===== config.mk =====
export PLATFORM = sky130hd
export DESIGN_NAME = ping_responder_flat
export DESIGN_NICKNAME = d
export VERILOG_FILES = /design/src/rtl/ping_responder_if.sv /design/src/rtl/ping_responder.sv /design/src/flat_wrapper.sv
export SDC_FILE = /design/constraint.sdc
export NUM_CORES = 1
export LEC_CHECK = 0
export CAP_MARGIN = 15
export CORE_UTILIZATION = 55
export CTS_BUF_LIST = sky130_fd_sc_hd__clkbuf_2 sky130_fd_sc_hd__clkbuf_4 sky130_fd_sc_hd__clkbuf_8
export CTS_CLUSTER_DIAMETER = 150
export DETAILED_ROUTE_END_ITERATION = 10
export PLACE_DENSITY = 0.8
export SLEW_MARGIN = 10
export SYNTH_ARGS = -nofsm -noshare
export SYNTH_HDL_FRONTEND = slang
export SYNTH_SLANG_ARGS = --single-unit

===== constraint.sdc =====
create_clock -name clk -period 8.8 [get_ports clk]
set_clock_uncertainty 0.05 [all_clocks]
set_input_delay 1.76 -clock clk [delete_from_list [all_inputs] [get_ports clk]]
set_output_delay 1.76 -clock clk [all_outputs]
set_load 0.02 [all_outputs]

===== src/rtl/ping_responder_if.sv =====
//==============================================================================
// Module      : ping_responder_if
// Description : icosoc-style ctrl bus between a CPU (master) and the ping
//               responder register block (slave).
//   ctrl_wr   [3:0]  master->slave  byte write strobes, any bit set = write
//   ctrl_rd          master->slave  read strobe
//   ctrl_addr [15:0] master->slave  register byte address
//   ctrl_wdat [31:0] master->slave  write data
//   ctrl_rdat [31:0] slave->master  read data, valid while ctrl_done is high
//   ctrl_done        slave->master  one-cycle access-complete pulse
// Revision    : 1.0 - initial release
//==============================================================================
`timescale 1ns/1ps
`default_nettype none

interface ping_responder_if;
    logic [3:0]  ctrl_wr;
    logic        ctrl_rd;
    logic [15:0] ctrl_addr;
    logic [31:0] ctrl_wdat;
    logic [31:0] ctrl_rdat;
    logic        ctrl_done;

    modport master (
        output ctrl_wr, ctrl_rd, ctrl_addr, ctrl_wdat,
        input  ctrl_rdat, ctrl_done
    );

    modport slave (
        input  ctrl_wr, ctrl_rd, ctrl_addr, ctrl_wdat,
        output ctrl_rdat, ctrl_done
    );
endinterface

`default_nettype wire


===== src/rtl/ping_responder.sv =====
//==============================================================================
// Module      : ping_responder
// Description : HC-SR04-style ultrasonic sensor emulator. A trigger pulse on
//               trig_in of at least TRIG_MIN cycles is answered, ECHO_DELAY
//               cycles after its (synchronised) falling edge, by a high pulse
//               on echo_out whose width encodes the programmed distance in cm.
//               Distance 255 emulates "no echo" (long busy period, no pulse).
// Ports       :
//   clk       in   system clock
//   reset     in   asynchronous active-high reset
//   ctrl      slave modport of ping_responder_if (CPU register access)
//   trig_in   in   trigger from the ping initiator (asynchronous)
//   echo_out  out  echo pulse to the initiator, driven straight from a flop
// Registers   : 0x00 DIST[7:0] R/W, 0x04 CTRL[0] enable R/W,
//               0x08 STATUS R: [0] busy, [15:8] ping_count, [23:16] short_count;
//               any write to 0x08 clears both counters.
// Revision    : 1.0 - initial release
//==============================================================================
`timescale 1ns/1ps
`default_nettype none

module ping_responder #(
    parameter int unsigned TRIG_MIN       = 200,    // min trigger width (>= 1)
    parameter int unsigned ECHO_DELAY     = 4000,   // sync fall -> echo rise (>= 2)
    parameter int unsigned CM_CYCLES      = 1161,   // echo cycles per cm
    parameter int unsigned HOLDOFF        = 1000,   // dead time after echo (>= 1)
    parameter int unsigned NO_ECHO_CYCLES = 760000  // busy time for dist 255 (>= 1)
) (
    input  wire              clk,
    input  wire              reset,
    ping_responder_if.slave  ctrl,
    input  wire              trig_in,
    output logic             echo_out
);

    localparam logic [15:0] c_ADDR_DIST   = 16'h0000;
    localparam logic [15:0] c_ADDR_CTRL   = 16'h0004;
    localparam logic [15:0] c_ADDR_STATUS = 16'h0008;

    // Terminal counts for the 24-bit state counter.
    localparam logic [23:0] c_TRIG_MIN_M1 = 24'(TRIG_MIN - 1);
    // The cycle that detects the trigger fall already counts as the first
    // delay cycle, so the echo rises exactly ECHO_DELAY cycles after the
    // synchronised trigger level drops.
    localparam logic [23:0] c_DELAY_LAST  = 24'(ECHO_DELAY - 2);
    localparam logic [23:0] c_NOECHO_LAST = 24'(NO_ECHO_CYCLES - 1);
    localparam logic [23:0] c_HOLD_LAST   = 24'(HOLDOFF - 1);

    typedef enum logic [2:0] {
        S_IDLE    = 3'd0,
        S_TRIG_HI = 3'd1,
        S_DELAY   = 3'd2,
        S_ECHO    = 3'd3,
        S_NOECHO  = 3'd4,
        S_HOLD    = 3'd5
    } state_t;

    //--------------------------------------------------------------------------
    // Registers
    //--------------------------------------------------------------------------
    logic        r_sync1;
    logic        r_sync2;
    logic        r_trig_d;      // previous synchronised level, for edge detect
    logic [7:0]  r_dist;
    logic        r_enable;
    logic [7:0]  r_dist_l;      // distance captured for the ping in flight
    logic [7:0]  r_ping_cnt;
    logic [7:0]  r_short_cnt;
    logic [23:0] r_cnt;
    state_t      r_state;

    //--------------------------------------------------------------------------
    // Bus decode. An access is accepted only while ctrl_done is low, which
    // is what keeps ctrl_done from ever being high two cycles in a row.
    //--------------------------------------------------------------------------
    logic        w_wr;
    logic        w_rd;
    logic        w_wr_dist;
    logic        w_wr_ctrl;
    logic        w_wr_status;
    logic        w_abort;
    logic        w_rise;
    logic [31:0] w_rd_data;
    logic [31:0] w_echo_len;
    logic        w_unused;

    assign w_wr        = ~ctrl.ctrl_done & (|ctrl.ctrl_wr);
    assign w_rd        = ~ctrl.ctrl_done & ctrl.ctrl_rd;
    assign w_wr_dist   = w_wr & (ctrl.ctrl_addr == c_ADDR_DIST);
    assign w_wr_ctrl   = w_wr & (ctrl.ctrl_addr == c_ADDR_CTRL);
    assign w_wr_status = w_wr & (ctrl.ctrl_addr == c_ADDR_STATUS);
    // Clearing enable kills the ping in the same cycle the write completes.
    assign w_abort     = w_wr_ctrl & ~ctrl.ctrl_wdat[0];
    assign w_rise      = r_sync2 & ~r_trig_d;
    assign w_echo_len  = 32'(r_dist_l) * CM_CYCLES + CM_CYCLES / 2;
    assign w_unused    = &{1'b0, ctrl.ctrl_wdat[31:8]};

    always_comb begin
        w_rd_data = 32'd0;
        case (ctrl.ctrl_addr)
            c_ADDR_DIST:   w_rd_data = {24'd0, r_dist};
            c_ADDR_CTRL:   w_rd_data = {31'd0, r_enable};
            c_ADDR_STATUS: w_rd_data = {8'd0, r_short_cnt, r_ping_cnt, 7'd0,
                                        (r_state != S_IDLE)};
            default:       w_rd_data = 32'd0;
        endcase
    end

    //--------------------------------------------------------------------------
    // Trigger synchroniser plus one delay flop for edge detection
    //--------------------------------------------------------------------------
    always_ff @(posedge clk or posedge reset) begin
        if (reset) begin
            r_sync1  <= 1'b0;
            r_sync2  <= 1'b0;
            r_trig_d <= 1'b0;
        end else begin
            r_sync1  <= trig_in;
            r_sync2  <= r_sync1;
            r_trig_d <= r_sync2;
        end
    end

    //--------------------------------------------------------------------------
    // Register file and bus response
    //--------------------------------------------------------------------------
    always_ff @(posedge clk or posedge reset) begin
        if (reset) begin
            ctrl.ctrl_done <= 1'b0;
            ctrl.ctrl_rdat <= 32'd0;
            r_dist         <= 8'd0;
            r_enable       <= 1'b0;
        end else begin
            ctrl.ctrl_done <= w_wr | w_rd;
            ctrl.ctrl_rdat <= w_rd ? w_rd_data : 32'd0;
            if (w_wr_dist) begin
                r_dist <= ctrl.ctrl_wdat[7:0];
            end
            if (w_wr_ctrl) begin
                r_enable <= ctrl.ctrl_wdat[0];
            end
        end
    end

    //--------------------------------------------------------------------------
    // Ping state machine and statistics counters
    //--------------------------------------------------------------------------
    always_ff @(posedge clk or posedge reset) begin
        if (reset) begin
            r_state     <= S_IDLE;
            r_cnt       <= 24'd0;
            echo_out    <= 1'b0;
            r_dist_l    <= 8'd0;
            r_ping_cnt  <= 8'd0;
            r_short_cnt <= 8'd0;
        end else begin
            // A STATUS write wins over any increment in the same cycle.
            if (w_wr_status) begin
                r_ping_cnt  <= 8'd0;
                r_short_cnt <= 8'd0;
            end

            if (w_abort) begin
                r_state  <= S_IDLE;
                r_cnt    <= 24'd0;
                echo_out <= 1'b0;
            end else begin
                case (r_state)
                    S_IDLE: begin
                        if (r_enable && w_rise) begin
                            r_state <= S_TRIG_HI;
                            r_cnt   <= 24'd0;
                        end
                    end

                    // The rising-edge cycle is part of the measured width,
                    // hence the comparison against TRIG_MIN-1.
                    S_TRIG_HI: begin
                        if (r_sync2) begin
                            if (r_cnt != 24'hFF_FFFF) begin
                                r_cnt <= r_cnt + 24'd1;
                            end
                        end else begin
                            r_cnt <= 24'd0;
                            if (r_cnt >= c_TRIG_MIN_M1) begin
                                r_dist_l <= r_dist;
                                if (!w_wr_status) begin
                                    r_ping_cnt <= r_ping_cnt + 8'd1;
                                end
                                r_state <= S_DELAY;
                            end else begin
                                if (!w_wr_status && (r_short_cnt != 8'hFF)) begin
                                    r_short_cnt <= r_short_cnt + 8'd1;
                                end
                                r_state <= S_IDLE;
                            end
                        end
                    end

                    S_DELAY: begin
                        if (r_cnt >= c_DELAY_LAST) begin
                            r_cnt <= 24'd0;
                            if (r_dist_l == 8'hFF) begin
                                r_state <= S_NOECHO;
                            end else begin
                                r_state  <= S_ECHO;
                                echo_out <= 1'b1;
                            end
                        end else begin
                            r_cnt <= r_cnt + 24'd1;
                        end
                    end

                    S_ECHO: begin
                        if ({8'd0, r_cnt} >= w_echo_len - 32'd1) begin
                            r_cnt    <= 24'd0;
                            echo_out <= 1'b0;
                            r_state  <= S_HOLD;
                        end else begin
                            r_cnt <= r_cnt + 24'd1;
                        end
                    end

                    S_NOECHO: begin
                        if (r_cnt >= c_NOECHO_LAST) begin
                            r_cnt   <= 24'd0;
                            r_state <= S_HOLD;
                        end else begin
                            r_cnt <= r_cnt + 24'd1;
                        end
                    end

                    S_HOLD: begin
                        if (r_cnt >= c_HOLD_LAST) begin
                            r_cnt   <= 24'd0;
                            r_state <= S_IDLE;
                        end else begin
                            r_cnt <= r_cnt + 24'd1;
                        end
                    end

                    default: begin
                        r_cnt    <= 24'd0;
                        echo_out <= 1'b0;
                        r_state  <= S_IDLE;
                    end
                endcase
            end
        end
    end

endmodule

`default_nettype wire


===== src/flat_wrapper.sv =====
// flat-port wrapper written by rule: the top's interface ports become plain ports
module ping_responder_flat 
#(
    parameter int unsigned TRIG_MIN       = 200,                               
    parameter int unsigned ECHO_DELAY     = 4000,                                   
    parameter int unsigned CM_CYCLES      = 1161,                        
    parameter int unsigned HOLDOFF        = 1000,                                 
    parameter int unsigned NO_ECHO_CYCLES = 760000                                  
)
  (clk, reset, trig_in, echo_out, ctrl_ctrl_wr, ctrl_ctrl_rd, ctrl_ctrl_addr, ctrl_ctrl_wdat, ctrl_ctrl_rdat, ctrl_ctrl_done);
  ping_responder_if ctrl_i ();
  input  wire clk;
  input  wire reset;
  input  wire trig_in;
  output logic echo_out;
  input wire logic [$bits(ctrl_i.ctrl_wr)-1:0] ctrl_ctrl_wr;
  input wire logic [$bits(ctrl_i.ctrl_rd)-1:0] ctrl_ctrl_rd;
  input wire logic [$bits(ctrl_i.ctrl_addr)-1:0] ctrl_ctrl_addr;
  input wire logic [$bits(ctrl_i.ctrl_wdat)-1:0] ctrl_ctrl_wdat;
  output wire logic [$bits(ctrl_i.ctrl_rdat)-1:0] ctrl_ctrl_rdat;
  output wire logic [$bits(ctrl_i.ctrl_done)-1:0] ctrl_ctrl_done;
  assign ctrl_i.ctrl_wr = ctrl_ctrl_wr;
  assign ctrl_i.ctrl_rd = ctrl_ctrl_rd;
  assign ctrl_i.ctrl_addr = ctrl_ctrl_addr;
  assign ctrl_i.ctrl_wdat = ctrl_ctrl_wdat;
  assign ctrl_ctrl_rdat = ctrl_i.ctrl_rdat;
  assign ctrl_ctrl_done = ctrl_i.ctrl_done;
  ping_responder #(.TRIG_MIN(TRIG_MIN), .ECHO_DELAY(ECHO_DELAY), .CM_CYCLES(CM_CYCLES), .HOLDOFF(HOLDOFF), .NO_ECHO_CYCLES(NO_ECHO_CYCLES)) u_core (.clk(clk), .reset(reset), .ctrl(ctrl_i), .trig_in(trig_in), .echo_out(echo_out));
endmodule

==> flow_summary.json, run 1 <==
{
  "status": "finished with violations",
  "violations": "design-rule violations",
  "grt_max_degree": 68,
  "regArea_mm2": 0.00223,
  "post-route-worst-setup-slack_ns": 2.05,
  "worstHoldEndpoint": "u_core.r_sync2",
  "yosysSeqAreaShare_pct": 34.0,
  "holdWs_ns": 0.313,
  "ys_types": 83,
  "drive_gt1_share_pct": 9.54,
  "cts-root-buf": "clkbuf_8",
  "ant_nets": 0,
  "viasPerCell": 6.05,
  "synth_seq_cells": 89,
  "cp-start-kind": "flip-flop",
  "drtPass1Iterations": 7,
  "drtIter0Drc": 357,
  "required_ns": 9.04,
  "end_kind": "flip-flop",
  "period_share_pct": 76.7,
  "finalHoldViolCount": 0,
  "antenna_cells": 0,
  "io_buffers": 57,
  "cts_repair_resize_count": 0,
  "io_pins": 90,
  "grt_usage_pct": 25.4,
  "worstPathMaxFanout": 16,
  "async_reset_ff_share_pct": 100,
  "die_width_um": 111,
  "tightest_slew_ns": 1.14,
  "grt_pass1_wl_mm": 25.4,
  "synth_area_mm2": 0.00655,
  "crit_chain": "fa_1, inv_1, fa_1, inv_1, ha_1, ha_1, o211a_2, a211oi_1, o311ai_1, o2111ai_1, nor3_1, nand2_1, nor3_1, nand4_1, ha_1, o21ai_0, o21ai_0, o211ai_1, a21oi_1, a211oi_1, a21boi_2, a21oi_4, o21ai_4, o31ai_2",
  "setup_viol": 0,
  "synth_edf_count": 0,
  "finalSetupTns_ns": 0,
  "fmax_mhz": 148,
  "multiInputGateArea_mm2": 0.00407,
  "fin_crit_ns": 6.75,
  "drcViolationCount": 12,
  "synthCells": 690,
  "synthFlopType": "dfrtp_1",
  "numCtsBuffers": 9,
  "cp_slowest_stage_delay_ns": 0.57,
  "fp-row-count": 39,
  "place_ws_ns": 2.06,
  "vias": 5366,
  "crit_top_cell": "ha_1",
  "min_path_type": "reg -> reg",
  "crit_family": "compound AO/OA/AOI/OAI gates",
  "clockBufferDepth": 2,
  "grt_pass1_vias": 5305,
  "die_area_mm2": 0.0124,
  "arrival_ns": 6.99,
  "cp-startpoint": "u_core.r_dist_l[4]",
  "fillers": 964,
  "hold_depth": 0,
  "yosys-top-cells-count": "dfrtp_1, ha_1, nor2_1, nand2_1, inv_1",
  "synth_area_leaders": "dfrtp_1, ha_1, nor2_1, nand2_1, xor2_1",
  "min_from": "u_core.r_sync1",
  "antenna_found_initial": 0,
  "cts_hold_buf": 0,
  "avgSynthCellArea_um2": 9.50,
  "ctsHtreeMaxLevel": 3,
  "core_area_mm2": 0.0115,
  "nets": 869,
  "power_uw": 737,
  "place_hpwl_mm": 11.2,
  "synth_top_area_cell": "dfrtp_1",
  "synth_top_area_share_pct": 34.0,
  "place_congestion": 0.905,
  "reg2reg_depth": 24,
  "clock-sinks": 89,
  "rsz0062_at_grt": "no",
  "ys_warn_count": 0,
  "cts_tree": "built",
  "postCtsSetupBuffers": 0,
  "critPathBufInv": 2,
  "synth.most_common_cell": "dfrtp_1",
  "rr_endpoint": "u_core.r_cnt[12]",
  "slowest_stage": "fa_1",
  "reg2reg_slack_ns": 2.05,
  "crit-reg2reg-launch": "u_core.r_dist_l[4]",
  "gr-total-overflow": 0,
  "die_y_um": 111,
  "powerDensity_mw_per_mm2": 99.8,
  "syn2layout_area_growth_pct": 12.6,
  "slew_violations": 0,
  "routed_wl_mm": 14.6,
  "cts.clk_slew.worst_paths_ns": 0.09,
  "slew_headroom_pct": 23.4,
  "initial_core_util_pct": 56.9,
  "avgRoutedWirePerCell_um": 16.5,
  "peakVddDrop_uv": 103,
  "worst_skew_pair.late_latency_ns": 0.37,
  "leakage_uw": 0.00332,
  "critPathKind": "reg -> reg",
  "drv_cap": 0
}
-- per-stage QoR --
stage,cells,util [%],area (µm²)
global route,887,64.1,7380
detailed placement,870,62.3,7170
CTS,886,64.0,7370
global placement,870,62.3,7170
finish,887,64.1,7380
floorplan,697,-,6580
-- flip-flops by register name (all words and copies together) (netlist names), 3 cells and up --
signal,flops
u_core.ctrl.ctrl_rdat,24
u_core.r_cnt,24
u_core.r_dist,8
u_core.r_dist_l,8
u_core.r_ping_cnt,8
u_core.r_short_cnt,8
u_core.r_state,3
-- layout by cell type (no fill, tap or decap), drive strengths merged, types with 7 or more instances in the layout --
master         instances
nor3                  23
nand2b                 8
nor2                  61
o21ai                 25
nand2                 50
and2                  29
and3                  13
ha                    68
a21o                  16
nor4                  15
inv                   28
dfrtp                 89
mux2                  14
a21oi                 30
xor2                  21
clkbuf                11
clkdlybuf4s50         57
nand4                 19
a22o                  14
nand3                 21
nor3b                  7
a211oi                15
conb                   8
xnor2                 14
-- cell families (layout without fill, tap and decap cells) --
| group | count (synthesis) | count (layout) | share of synthesized area, % |
|---|---|---|---|
| and+or+nand+nor | 271 | 271 | 22.4 |
| xor gates and xnor gates | 35 | 35 | 4.68 |
| DFF | 89 | 89 | 34.0 |
| muxes | 18 | 18 | 3.02 |
| buffers and inverters | 58 | 105 | 4.41 |
| other | 1 | 8 | 0.0572 |
| AOI/OAI and AO/OA | 144 | 144 | 16.6 |
| adders and majority gates | 74 | 74 | 14.8 |
-- cell type report --
type	instances	area share, %
multi-input cells	550	55.1
flip-flops and latches	89	30.2
repair buffers	61	8.11
well taps	143	2.42
clock buffers	10	1.78
inverters	28	1.44
clock inverters	6	0.916
-- power by group --
part / leakage, µW / total, µW / switching, µW / internal, µW
combinational: 0.00201 / 40.5 / 22.1 / 18.5
sequential: 0.00121 / 414 / 2.68 / 411
clock: 0.0000963 / 282 / 147 / 135
total: 0.00332 / 737 / 172 / 565
-- how the worst max path moves through the flow --
| stage | depth (start not counted) | slack (ns) | endpoint |
|---|---|---|---|
| after global routing | 24 | 1.50 | u_core.r_cnt[4] |
| after global placement | 24 | 2.22 | u_core.r_cnt[22] |
| final | 24 | 2.05 | u_core.r_cnt[12] |
| after detailed placement | 24 | 2.06 | u_core.r_cnt[22] |
| after CTS | 24 | 2.02 | u_core.r_cnt[22] |
| after floorplan | 26 | 3.11 | u_core.r_cnt[23] |
-- metal layers --
| layer | GRT usage [%] | vias to the layer above | part of all wire, % |
|---|---|---|---|
| met5 | 0 | - | 0 |
| met4 | 7.39 | 0 | 1.9 |
| met3 | 3.99 | 28 | 4.3 |
| met2 | 41.8 | 137 | 48 |
| met1 | 34.6 | 2610 | 45 |
| li1 | - | 2591 | - |
Note: power is estimated with default switching activity, not from simulation.
==> run 2: changes to the inputs <==
Settings changed: CORE_UTILIZATION 55 to 52, PLACE_DENSITY 0.8 to 0.79.
Clock period 8.8 ns to 5.9 ns, I/O delays scaled along.
==> run 2 against run 1 <==
The run now ends clean. Hold slack got worse by 0.010 ns. Combinational power increased by 46%. Critical path depth increased by 3. Die area increased by 5.7%. Sequential cell count unchanged. Global-route usage decreased by 1.3 points. Critical path type unchanged. Setup slack got worse by 1.8 ns. Largest power group unchanged. Core utilization increased by 0.51 points. Sequential power increased by 49%. Non-clock buffer count increased by 36. Sequential share of layout area decreased by 1.8 points.
==> flow_summary.json, run 2 (same netlist as run 1, synthesis figures left out) <==
{
  "fin_cells": 948,
  "vias": 5477,
  "holdWs_ns": 0.303,
  "peakVddDrop_uv": 115,
  "drive_gt1_share_pct": 16.8,
  "drcViolationCount": 0,
  "final_util_pct": 64.6,
  "setup_viol": 0,
  "grt_usage_pct": 24.1,
  "reg.largest.list": "u_core.ctrl.ctrl_rdat: 24 flops, u_core.r_cnt: 24 flops",
  "power_uw": 1070,
  "fin_crit_ns": 5.70,
  "arrival_ns": 5.96,
  "worstPathMaxFanout": 7,
  "tightest_slew_ns": 0.966,
  "cts_hold_buf": 0,
  "worst_skew_pair.late_latency_ns": 0.37,
  "slew_headroom_pct": 35.5,
  "die_width_um": 114,
  "numCtsBuffers": 9,
  "leakage_uw": 0.00353,
  "place_hpwl_mm": 11.6,
  "routed_wl_mm": 15.2,
  "nets": 905,
  "final_cell_mix": "dfrtp_1, ha_1, nor2_1",
  "powerDensity_mw_per_mm2": 137,
  "ant_nets": 0,
  "rsz0062_at_grt": "yes",
  "slew_violations": 0,
  "final_common_cell": "dfrtp_1",
  "post-route-worst-setup-slack_ns": 0.205,
  "die_area_mm2": 0.0131,
  "drv_cap": 0,
  "drtIter0Drc": 358,
  "initial_core_util_pct": 53.9,
  "grt_pass1_vias": 5376,
  "fmax_mhz": 176,
  "min_path_type": "reg -> reg",
  "drtPass1Iterations": 5,
  "end_kind": "flip-flop",
  "place_ws_ns": 0.0000928,
  "period_share_pct": 96.5,
  "io_buffers": 57,
  "clockBufferDepth": 2,
  "cp-start-kind": "flip-flop",
  "syn2layout_area_growth_pct": 19.8,
  "gr-total-overflow": 0,
  "core_area_mm2": 0.0122,
  "cts-root-buf": "clkbuf_8",
  "viasPerCell": 5.78,
  "die_y_um": 114,
  "cts.clk_slew.worst_paths_ns": 0.09,
  "clock-sinks": 89,
  "place_congestion": 0.895,
  "avgRoutedWirePerCell_um": 16.0,
  "required_ns": 6.16,
  "ctsHtreeMaxLevel": 3,
  "dp_cells": 924,
  "grt_pass1_wl_mm": 25.2,
  "finalHoldViolCount": 0,
  "critPathKind": "reg -> reg",
  "grt_max_degree": 56,
  "status": "complete, no violations",
  "cts_tree": "built",
  "antenna_cells": 0,
  "io_pins": 90,
  "antenna_found_initial": 0,
  "fp-row-count": 40
}
-- run 2: changes by cell type in the layout (fill, tap and decap cells not counted), moves of 4 or more --
cell	previous run	this run
buf_4	3	37
o21ai_0	21	17
ha_1	68	63
a211oi_2	0	4
a211oi_1	15	11
-- run 2: where the power goes --
| group | internal, µW | switching (µW) | total (µW) |
|---|---|---|---|
| clock | 161 | 235 | 395 |
| sequential | 614 | 4.28 | 618 |
| combinational | 27.6 | 31.6 | 59.2 |
| total | 802 | 270 | 1070 |
-- run 2: metal layers --
metal  track usage [%]  share of wire [%]  up-vias
met1              31.5                 44     2656
met2              41.6                 49      137
met4              5.19                1.4        0
met5                 0                  0        -
li1                  -                  -     2664
met3              4.61                4.8       20
-- run 2: metrics by stage --
| step | instance area (µm²) | setup TNS, ns |
|---|---|---|
| 2_1_floorplan | 6580 | 0 |
| 3_3_place_gp | 7440 | 0 |
| 3_5_place_dp | 7440 | 0 |
| 4_1_cts | 7650 | 0 |
| 5_1_grt | 7850 | -0.926 |
| 6_report | 7850 | 0 |
-- run 2: layout make-up --
cell class	count	area [µm²]
Inverter	28	106
Clock inverter	7	63.8
Fill cell	1014	4310
Clock buffer	9	124
Tap cell	168	210
Timing Repair Buffer	97	905
Multi-Input combinational cell	550	4220
Sequential cell	89	2230
-- run 2: path summary, 6_finish.rpt --
| check | endpoint | slack [ns] | depth (start not counted) | from |
|---|---|---|---|---|
| max | u_core.r_cnt[7] | 0.20 | 27 | u_core.r_dist_l[7] |
| min | u_core.r_sync2 | 0.30 | 0 | u_core.r_sync1 |
| max reg2reg | u_core.r_cnt[7] | 0.20 | 27 | u_core.r_dist_l[7] |
| min reg2reg | u_core.r_sync2 | 0.30 | 0 | u_core.r_sync1 |
| max in group asynchronous | u_core.r_dist_l[6] | 3.55 | 3 | reset |
| min in group asynchronous | u_core.r_cnt[23] | 1.27 | 2 | reset |
-- run 2: worst max-delay path, cell delays in order (launching register included) --
cell and delay (ns):
dfrtp_2 0.45, fa_1 0.51, inv_1 0.05, fa_1 0.49
inv_1 0.05, ha_2 0.19, ha_4 0.28, buf_6 0.12
o2111ai_4 0.14, a211o_2 0.33, and3_4 0.18, nor3_2 0.23
nand2_1 0.13, buf_4 0.16, nor2_2 0.12, xnor2_1 0.14
ha_1 0.27, a211oi_2 0.21, o21ai_1 0.07, o211ai_1 0.11
a21oi_1 0.11, a211oi_1 0.19, buf_4 0.18, a21boi_4 0.07
and2_4 0.18, nor3_4 0.26, clkbuf_16 0.22, a22o_1 0.13
-- run 2: repair_timing --
item / in CTS / in global routing
endpoints found under the setup margin: 12 / 27
resized for setup: 4 / 29
pin swaps: 0 / 18
cloned: 0 / 1
setup buffers: 0 / 7
==> run 3: changes to the inputs <==
Settings changed: GPL_TIMING_DRIVEN set to 0.
==> run 3 against run 2 <==
Count of clock-buffer cells in the layout did not move. Hold slack improved by 0.011 ns. Sequential power barely moved. Final cell count rose by 2.6%. First-iteration DRC count rose by 14%. Combinational power rose by 10%. Power rose by 6.1%. Maximum frequency fell by 2.3%. Register-to-register slack got worse by 0.13 ns. Routed wire length rose by 9.5%. Clock power rose by 15%. Design area rose by 5.6%. Critical endpoint is now u_core.r_cnt[13].
==> flow_summary.json, run 3 (same netlist as run 1, synthesis figures left out) <==
{
  "finalSetupTns_ns": 0,
  "gr-total-overflow": 0,
  "cts_tree": "built",
  "status": "complete, no violations",
  "worst_skew_pair.late_latency_ns": 0.37,
  "die_y_um": 114,
  "fin_crit_ns": 5.83,
  "worstPathMaxFanout": 7,
  "grt_max_degree": 71,
  "cts-root-buf": "clkbuf_8",
  "dp_cells": 923,
  "io_buffers": 57,
  "setup_viol": 0,
  "drtPass1Iterations": 6,
  "critPathBufInv": 2,
  "crit_chain": "fa_2, ha_4, ha_1, ha_1, buf_6, o21a_1, o211ai_2, a211oi_4, or3_4, nand2_4, nand2_4, nor4_4, xnor2_1, ha_1, o21ai_1, o21ai_1, o211ai_1, a21oi_2, a211oi_2, a21boi_2, and2_4, buf_4, o32ai_1, a22o_1",
  "ant_nets": 0,
  "slew_violations": 0,
  "required_ns": 6.15,
  "final_util_pct": 68.2,
  "reg.largest.list": "u_core.ctrl.ctrl_rdat: 24 flops, u_core.r_cnt: 24 flops",
  "numCtsBuffers": 9,
  "fp-row-count": 40,
  "drtIter0Drc": 407,
  "antenna_found_initial": 0,
  "ctsHtreeMaxLevel": 3,
  "slowest_stage": "fa_2",
  "slew_headroom_pct": 30.7,
  "cts.clk_slew.worst_paths_ns": 0.09,
  "die_width_um": 114,
  "grt_pass1_vias": 5550,
  "clockBufferDepth": 2,
  "rsz0062_at_grt": "yes",
  "end_kind": "flip-flop",
  "drive_gt1_share_pct": 21.5,
  "min_from": "u_core.r_sync1",
  "core_area_mm2": 0.0122,
  "drv_cap": 0,
  "min_path_type": "reg -> reg",
  "crit_top_cell": "ha_1",
  "avgRoutedWirePerCell_um": 17.1,
  "crit_family": "compound AO/OA/AOI/OAI gates",
  "vias": 5702,
  "clock-sinks": 89,
  "viasPerCell": 5.86,
  "finalHoldViolCount": 0,
  "crit-reg2reg-launch": "u_core.r_dist_l[3]",
  "cp-start-kind": "flip-flop",
  "peakVddDrop_uv": 111,
  "final_cell_mix": "dfrtp_1, ha_1, nor2_1",
  "power_uw": 1140,
  "arrival_ns": 6.08,
  "fin_cells": 973,
  "place_congestion": 0.901,
  "grt_usage_pct": 25.7,
  "die_area_mm2": 0.0131,
  "period_share_pct": 98.8,
  "fmax_mhz": 172,
  "drcViolationCount": 0,
  "powerDensity_mw_per_mm2": 137,
  "antenna_cells": 0,
  "grt_pass1_wl_mm": 26.6,
  "tightest_slew_ns": 1.04,
  "cp_slowest_stage_delay_ns": 0.64,
  "place_hpwl_mm": 11.8,
  "nets": 931,
  "syn2layout_area_growth_pct": 26.6,
  "leakage_uw": 0.00368,
  "final_common_cell": "dfrtp_1",
  "initial_core_util_pct": 53.9,
  "cp-startpoint": "u_core.r_dist_l[3]",
  "io_pins": 90,
  "routed_wl_mm": 16.6,
  "critPathKind": "reg -> reg"
}
[run 3: worst paths after layout]
check	endpoint	slack (ns)	cells past startpoint
max	u_core.r_cnt[13]	0.07	24
min	u_core.r_sync2	0.31	0
max reg2reg	u_core.r_cnt[13]	0.07	24
min reg2reg	u_core.r_sync2	0.31	0
max in group asynchronous	u_core.r_dist_l[4]	4.12	3
min in group asynchronous	u_core.r_cnt[8]	1.06	2
[run 3: layer usage]
layer | part of all wire (%) | GRT usage (%) | vias up | routed length [µm]
met4 | 1.2 | 6.93 | 0 | 197
met2 | 50 | 43.7 | 160 | 8330
li1 | - | - | 2718 | -
met5 | 0 | 0 | - | 0
met3 | 4.6 | 3.44 | 21 | 761
met1 | 44 | 34.4 | 2803 | 7340
[run 3: metrics by stage]
stage / hold WS (ns) / area (µm²) / worst slack (ns)
floorplan: 0.281 / 6580 / 0.212
global placement: 0.291 / 7360 / -0.612
detailed placement: 0.286 / 7390 / -0.753
CTS: 0.318 / 7860 / 0.00670
global route: 0.325 / 8300 / -0.143
finish: 0.315 / 8300 / 0.0735
[run 3: layout make-up]
type / instances / area [µm²]
plain buffers: 26 / 173
repair buffers: 97 / 902
clock buffers: 9 / 124
multi-input cells: 550 / 4460
well taps: 168 / 210
fillers: 937 / 3860
clock inverters: 6 / 90.1
inverters: 28 / 108
flip-flops and latches: 89 / 2230
[run 3: repair_timing]
action                     in CTS  in global routing
resized for setup              33                 50
setup endpoints to repair      28                 26
cloned                          1                  0
setup buffers                  14                 25
hold buffers                    0                  0
pin swaps                      13                 46
[run 3: worst reg2reg max path, delay by kind of cell (launching register included)]
kind	cells	cell delay (ns)
buffers and inverters	2	0.29
xor gates and xnor gates	1	0.13
DFF	1	0.50
adders and majority gates	5	1.73
and+or+nand+nor	5	1.07
AOI/OAI and AO/OA	11	2.00
[run 3: power breakdown]
part / total, µW / switching (µW) / internal [µW] / leakage (µW)
combinational: 65.4 / 32.7 / 32.8 / 0.00237
sequential: 618 / 4.43 / 614 / 0.00121
clock: 455 / 217 / 238 / 0.000106
total: 1140 / 254 / 885 / 0.00368
